==> src/rtl/demod_top.sv <==
// DCSK chip demodulator: correlates beta information chips against beta reference
// chips per bit, and packs decided bits LSB-first into 32-bit words.
module demod_top (
  input  logic        Clk,
  input  logic        N_Rst,
  input  logic        In_Mod_Data,
  input  logic        Valid,
  input  logic [1:0]  Spread_Factor_Sel,
  output logic [31:0] Out_Data,
  output logic        Valid_Data
);

  typedef enum logic [1:0] {IDLE, REF, INFO} state_t;

  state_t      state;
  logic [1:0]  sf_sel;
  logic [3:0]  chip_cnt;
  logic [15:0] ref_reg;
  logic [4:0]  match_cnt;
  logic [4:0]  bit_cnt;
  logic [31:0] word_reg;
  logic [1:0]  vld_pipe;

  logic [4:0]  beta;
  logic [3:0]  last_chip;
  logic        chip_match;
  logic [4:0]  match_next;
  logic        bit_dec;

  always_comb begin
    beta       = 5'd2 << sf_sel;
    last_chip  = 4'(beta - 5'd1);
    chip_match = (In_Mod_Data == ref_reg[chip_cnt]);
    match_next = match_cnt + {4'd0, chip_match};
    // strict majority: a tie decides 0
    bit_dec    = ({match_next, 1'b0} > {1'b0, beta});
  end

  assign Valid_Data = vld_pipe[1];

  always_ff @(posedge Clk or negedge N_Rst) begin
    if (!N_Rst) begin
      state     <= IDLE;
      sf_sel    <= 2'd0;
      chip_cnt  <= 4'd0;
      ref_reg   <= 16'd0;
      match_cnt <= 5'd0;
      bit_cnt   <= 5'd0;
      word_reg  <= 32'd0;
      vld_pipe  <= 2'd0;
      Out_Data  <= 32'd0;
    end else begin
      // word completion is flagged on the last chip's edge and published one edge later,
      // so a Valid drop right after completion still emits the word
      vld_pipe <= {vld_pipe[0], 1'b0};
      if (vld_pipe[0]) Out_Data <= word_reg;

      case (state)
        IDLE: begin
          if (Valid) begin
            sf_sel    <= Spread_Factor_Sel;
            ref_reg   <= {15'd0, In_Mod_Data};
            chip_cnt  <= 4'd1;
            match_cnt <= 5'd0;
            bit_cnt   <= 5'd0;
            word_reg  <= 32'd0;
            state     <= REF;
          end
        end
        REF: begin
          if (!Valid) begin
            state     <= IDLE;
            chip_cnt  <= 4'd0;
            match_cnt <= 5'd0;
            bit_cnt   <= 5'd0;
            word_reg  <= 32'd0;
          end else begin
            ref_reg[chip_cnt] <= In_Mod_Data;
            if (chip_cnt == last_chip) begin
              chip_cnt  <= 4'd0;
              match_cnt <= 5'd0;
              state     <= INFO;
            end else begin
              chip_cnt <= chip_cnt + 4'd1;
            end
          end
        end
        INFO: begin
          if (!Valid) begin
            state     <= IDLE;
            chip_cnt  <= 4'd0;
            match_cnt <= 5'd0;
            bit_cnt   <= 5'd0;
            word_reg  <= 32'd0;
          end else if (chip_cnt == last_chip) begin
            word_reg[bit_cnt] <= bit_dec;
            bit_cnt   <= bit_cnt + 5'd1;
            match_cnt <= 5'd0;
            chip_cnt  <= 4'd0;
            state     <= REF;
            if (bit_cnt == 5'd31) vld_pipe[0] <= 1'b1;
          end else begin
            match_cnt <= match_next;
            chip_cnt  <= chip_cnt + 4'd1;
          end
        end
        default: state <= IDLE;
      endcase
    end
  end

endmodule

==> config.mk <==
export PLATFORM = sky130hd
export DESIGN_NAME = demod_top
export DESIGN_NICKNAME = d
export VERILOG_FILES = /design/src/rtl/demod_top.sv
export SDC_FILE = /design/constraint.sdc
export NUM_CORES = 1
export LEC_CHECK = 0
export CORE_MARGIN = 3
export CORE_UTILIZATION = 40
export CTS_CLUSTER_SIZE = 30
export DETAILED_ROUTE_END_ITERATION = 6
export GPL_TIMING_DRIVEN = 0
export SLEW_MARGIN = 20
export SYNTH_ARGS = -nofsm -noshare
export SYNTH_HDL_FRONTEND = slang
export SYNTH_SLANG_ARGS = --single-unit
export TNS_END_PERCENT = 100
==> constraint.sdc <==
create_clock -name Clk -period 4.1 [get_ports Clk]
set_clock_uncertainty 0.05 [all_clocks]
set_input_delay 1.025 -clock Clk [delete_from_list [all_inputs] [get_ports Clk]]
set_output_delay 1.025 -clock Clk [all_outputs]
set_load 0.02 [all_outputs]
Word-level counts from Yosys, hierarchy flattened:

Index checks and enable logic that the tools add are counted.

* flip-flop bits (word level): 100
* input bits: 6
* output and inout port bits: 33

* add/subtract/negate cells: 4
* $lt $le $gt $ge: 5
* equality and inequality tests: 10
* shifts and indexed selects: 1
* multiplexer cells: 40
* reductions and logical operators: 13

Operator list (count)
* two-way mux 32 bit: 4
* case mux 32 bit (3 select lines): 1
* two-way mux 5 bit: 8
* bitwise mux 32 bit: 1
* two-way mux 16 bit: 2
* case mux 16 bit (2 select lines): 1
* case mux 5 bit (3 select lines): 2
* bitwise mux 16 bit: 1
* two-way mux 4 bit: 3
* two-way mux 2 bit: 5
* AND reduction 3 bit: 3
* case mux 4 bit (2 select lines): 1
* two-way mux 1 bit: 7
* > comparator 6 x 5 -> 1 bit: 1
* < comparator 5 x 6 -> 1 bit, second input constant: 1
* != test 2 bit, second input constant: 3
* != test 3 bit, second input constant: 2
* case mux 2 bit (3 select lines): 1
* adder 5 x 1 -> 5 bit: 1
* adder 5 x 1 -> 5 bit, second input constant: 1
* demux 1 bit (select 5 bit): 1
* equality test 5 bit, second input constant: 1
* greater-or-equal comparator 5 x 1 -> 1 bit, second input constant: 1
* < comparator 4 x 5 -> 1 bit, second input constant: 1
* 17 further kinds: 20

Logic depth before layout (Yosys ltp):

* word-level depth: 9
* gate-level depth with buffers: 15
* gate-level depth less buffers: 13

Worst setup path after synthesis:

OpenSTA, ideal clock, no wires.

* path kind: register to register
* from: register chip_cnt[0]
* to: register word_reg[18]
* data arrival time: 3.432 ns
* slack: 0.535 ns
* stages on the path, launching flop included: 16
* path buffers: 2
* period minus slack after synthesis: 3.565 ns
* cell sequence: dfrtp_1 > buf_4 > mux4_2 > mux4_2 > xnor2_1 > ha_1 > ha_1 > nor2b_1 > or2_2 > ha_1 > nand2_1 > o21ai_0 > o21ai_0 > a21bo_2 > buf_2 > o21ai_0

* cells in the longest elaborated chain, start to end: 9

RTL lines
* from (decl): line 17 `logic [3:0] chip_cnt;`
* from (signal assigned): line 84 `chip_cnt <= chip_cnt + 4'd1;`
* from (signal assigned): line 104 `chip_cnt <= chip_cnt + 4'd1;`
* binary-select mux 1 bit (select 4 bit): line 33 `chip_match = (In_Mod_Data == ref_reg[chip_cnt]);`
* two-way mux 1 bit (implied by the code): line 33
* equality test 1 bit: line 33
* adder 5 x 1 -> 5 bit: line 34 `match_next = match_cnt + {4'd0, chip_match};`
* > comparator 6 x 5 -> 1 bit: line 36 `bit_dec = ({match_next, 1'b0} > {1'b0, beta});`
* bitwise mux 32 bit: line 96 `word_reg[bit_cnt] <= bit_dec;`
* two-way mux 32 bit: line 95 `end else if (chip_cnt == last_chip) begin`
* two-way mux 32 bit: line 89 `if (!Valid) begin`
* case mux 32 bit (3 select lines): line 58 `case (state)`
* to (signal, indexed assignment): line 96
* to (decl): line 21 `logic [31:0] word_reg;`

Several ways; a longest one is shown, not always the timed one. The select of a mux whose other input is x is not followed.
A chain may end at the register's enable or synchronous reset.

Final worst setup path:

* from: register chip_cnt[0]
* to: register word_reg[5]

The elaborated chain is that of the path after synthesis.

==> flow_metrics.tcl <==
set metrics [dict create \
    grt_max_degree 55 \
    ys_top_cells_by_area "dfrtp_1 (51%), mux2_2 (11%), nand3_1 (6.4%)" \
    synth_warnings 0 \
    crit_type "reg -> reg" \
    yosys.area.top_type "dfrtp_1" \
    status "completed" \
    gp_congestion 0.7898 \
    ff_latch_area_sq_um 2502 \
    clk_root_buffer_cell "clkbuf_16" \
    fp.coreArea_sq_um 12060 \
    synth_top_area_share 0.5052 \
    cts.path.max_buffers 2 \
    nFillCells 1124 \
    track_usage 0.1604 \
    ys_top_cells_by_count "dfrtp_1 (100), nand3_1 (63), mux2_2 (50)" \
    powerDensity_nw_per_um2 490.0 \
    fmax_ghz 0.2535 \
    ios 39 \
    cts_tree "done" \
    portBuffers 37 \
    utilization 0.4878 \
    maxCapViolations 0 \
    hpwl_mm 7.293 \
    ys_seq_area_frac 0.5052 \
    required_ns 4.31 \
    die_h_microns 117.3 \
    ys_ff_latch 100 \
    rows 40 \
    clk_latency_ns 0.34 \
    cp-start-kind "flip-flop" \
    grt_first_pass_wirelength_mm 17.26 \
    total_leakage_power_nw 2.652 \
    cts_buffers 9 \
    insertedDiodeCount 0 \
    clock_sinks 100 \
    grt_pass1_vias 3427 \
    drv_slew 0 \
    htreeDepth 3 \
    synthMostInstantiatedCell "dfrtp_1" \
    relSlewSlack 0.6179 \
    routed_via_density 5.264 \
    clk_pin_slew_worst_paths_ns 0.07 \
    num_vias 3506 \
    end_kind "flip-flop" \
    finalCriticalPeriod_ns 3.945 \
    post_synth.cell_area_avg_sq_um 11.18 \
    setup_viol 0 \
    grt.overflow.total 0 \
    area_growth_pct 18.77 \
    drcViolationCount 0 \
    drive_gt1_frac 0.1908 \
    syn_nets 469 \
    first_iter_violations 189 \
    drtAntennaViolNets 0 \
    hold_slack_ns 0.3512 \
    synth_enable_flop_cells 0 \
    synth_async_sr_flop_share 1.000 \
    grt_antenna_before_repair 0 \
    synth_cell_types 49 \
    grt_setup_unrepaired "false" \
    peakVddDrop_v 0.0003007 \
    hp-class "reg -> reg" \
    wl_mm 10.35 \
    syn_inst 443 \
    hold_viol_final 0 \
    arrival_ns 4.15 \
    multiInputGateArea_sq_um 2266 \
    firstDrtPassIters 4 \
    period_share 0.9621 \
    initial_core_util 0.4107 \
    worst_pin_slew_ns 0.5731 \
    fin_nets 519 \
    crit_fanout 10 \
    wl_per_cell_microns 15.54 \
    ys.flop_type "dfrtp_1" \
    syn_area_sq_um 4954 \
    fp.dieW_microns 117.3 \
    dieArea_sq_um 13750 \
]
cell usage in the layout (no fill, tap or decap), types with 2 or more instances in the layout:
cell             instances
a22o_1                  17
and3_1                   7
mux2i_1                  7
nor3_1                   6
nor2_1                   5
dfrtp_1                100
clkbuf_1                16
nor2b_1                  5
inv_6                    2
o21ai_1                 14
a211oi_1                 2
buf_1                    5
inv_1                   12
nand4_1                  3
nand2_1                 32
clkdlybuf4s50_1         36
buf_2                    7
or2_2                    3
a21oi_1                  8
mux2_2                  50
buf_6                    4
a31oi_1                  3
nand2b_1                 2
ha_1                    20
clkbuf_16                9
o21ai_0                 22
xnor2_1                  3
nand3_2                  4
nand3_1                 63
mux4_2                   5
final timing paths:
check,slack (ns),end,start,cells past startpoint
worst max register to register,0.16,word_reg[5],chip_cnt[0],15
min in group asynchronous,0.58,Out_Data[22],N_Rst,1
worst max-delay path,0.16,word_reg[5],chip_cnt[0],15
max in group asynchronous,2.82,chip_cnt[1],N_Rst,2
worst min-delay path,0.35,vld_pipe[1],vld_pipe[0],0
worst min register to register,0.35,vld_pipe[1],vld_pipe[0],0
routing by layer:
metal	vias up	global-route usage	routed length, microns
met5	-	0	0
li1	1710	-	-
met4	0	0.05887	163
met1	1735	0.2302	5089
met2	48	0.2470	4798
met3	13	0.02365	298
layout make-up:
| type | count | share of cell area |
|---|---|---|
| Buffer | 30 | 0.02446 |
| Clock buffer | 11 | 0.04126 |
| Clock inverter | 5 | 0.01127 |
| Inverter | 12 | 0.007656 |
| Multi-Input combinational cell | 301 | 0.3852 |
| Sequential cell | 100 | 0.4254 |
| Tap cell | 168 | 0.03573 |
| Timing Repair Buffer | 39 | 0.06912 |
report_power, final:
part | internal [mW] | switching (mW)
Combinational | 0.312 | 0.592
Clock | 0.499 | 0.383
Sequential | 1.04 | 0.0607
Total | 1.85 | 1.04
critical path, cell delays in order (launching register included):
cell     delay [ns]
dfrtp_1        0.37
buf_6          0.17
mux4_2         0.52
mux4_2         0.50
xnor2_1        0.16
ha_1           0.21
ha_1           0.20
nor2b_1        0.14
or2_2          0.27
ha_1           0.27
nand2_1        0.05
o21ai_0        0.12
o21ai_0        0.12
a21bo_2        0.28
buf_2          0.20
o21ai_0        0.19
through the flow:
stage	setup WS [ns]	instance area (sq um)	total power [mW]	TNS (ns)	instances
finish	0.1553	5883	2.883	0	666
global route	0.002787	5883	3.046	0	666
CTS	0.01554	5872	2.893	0	665
detailed placement	0.03411	5563	2.010	0	649
global placement	-1.860	5534	1.980	-185.35	648
floorplan	0.5351	4954	1.742	0	443
kinds of logic (layout without fill, tap and decap cells):
logic type	count (synthesis)	after routing	synth area share
compound gates	78	78	0.1031
fa+ha+maj	20	20	0.05052
mux	62	62	0.1505
simple gates	137	137	0.1463
flops	100	100	0.5052
xor+xnor	4	4	0.007074
buf+inv	42	97	0.03738
repair_timing:
item | in CTS | in global routing
endpoints found under the hold margin | 0 | 0
setup buffers | 0 | 1
gates resized for setup | 0 | 7
endpoints found under the setup margin | 0 | 30
hold buffers | 0 | 0
No activity file was read; power rests on OpenSTA's default activity.
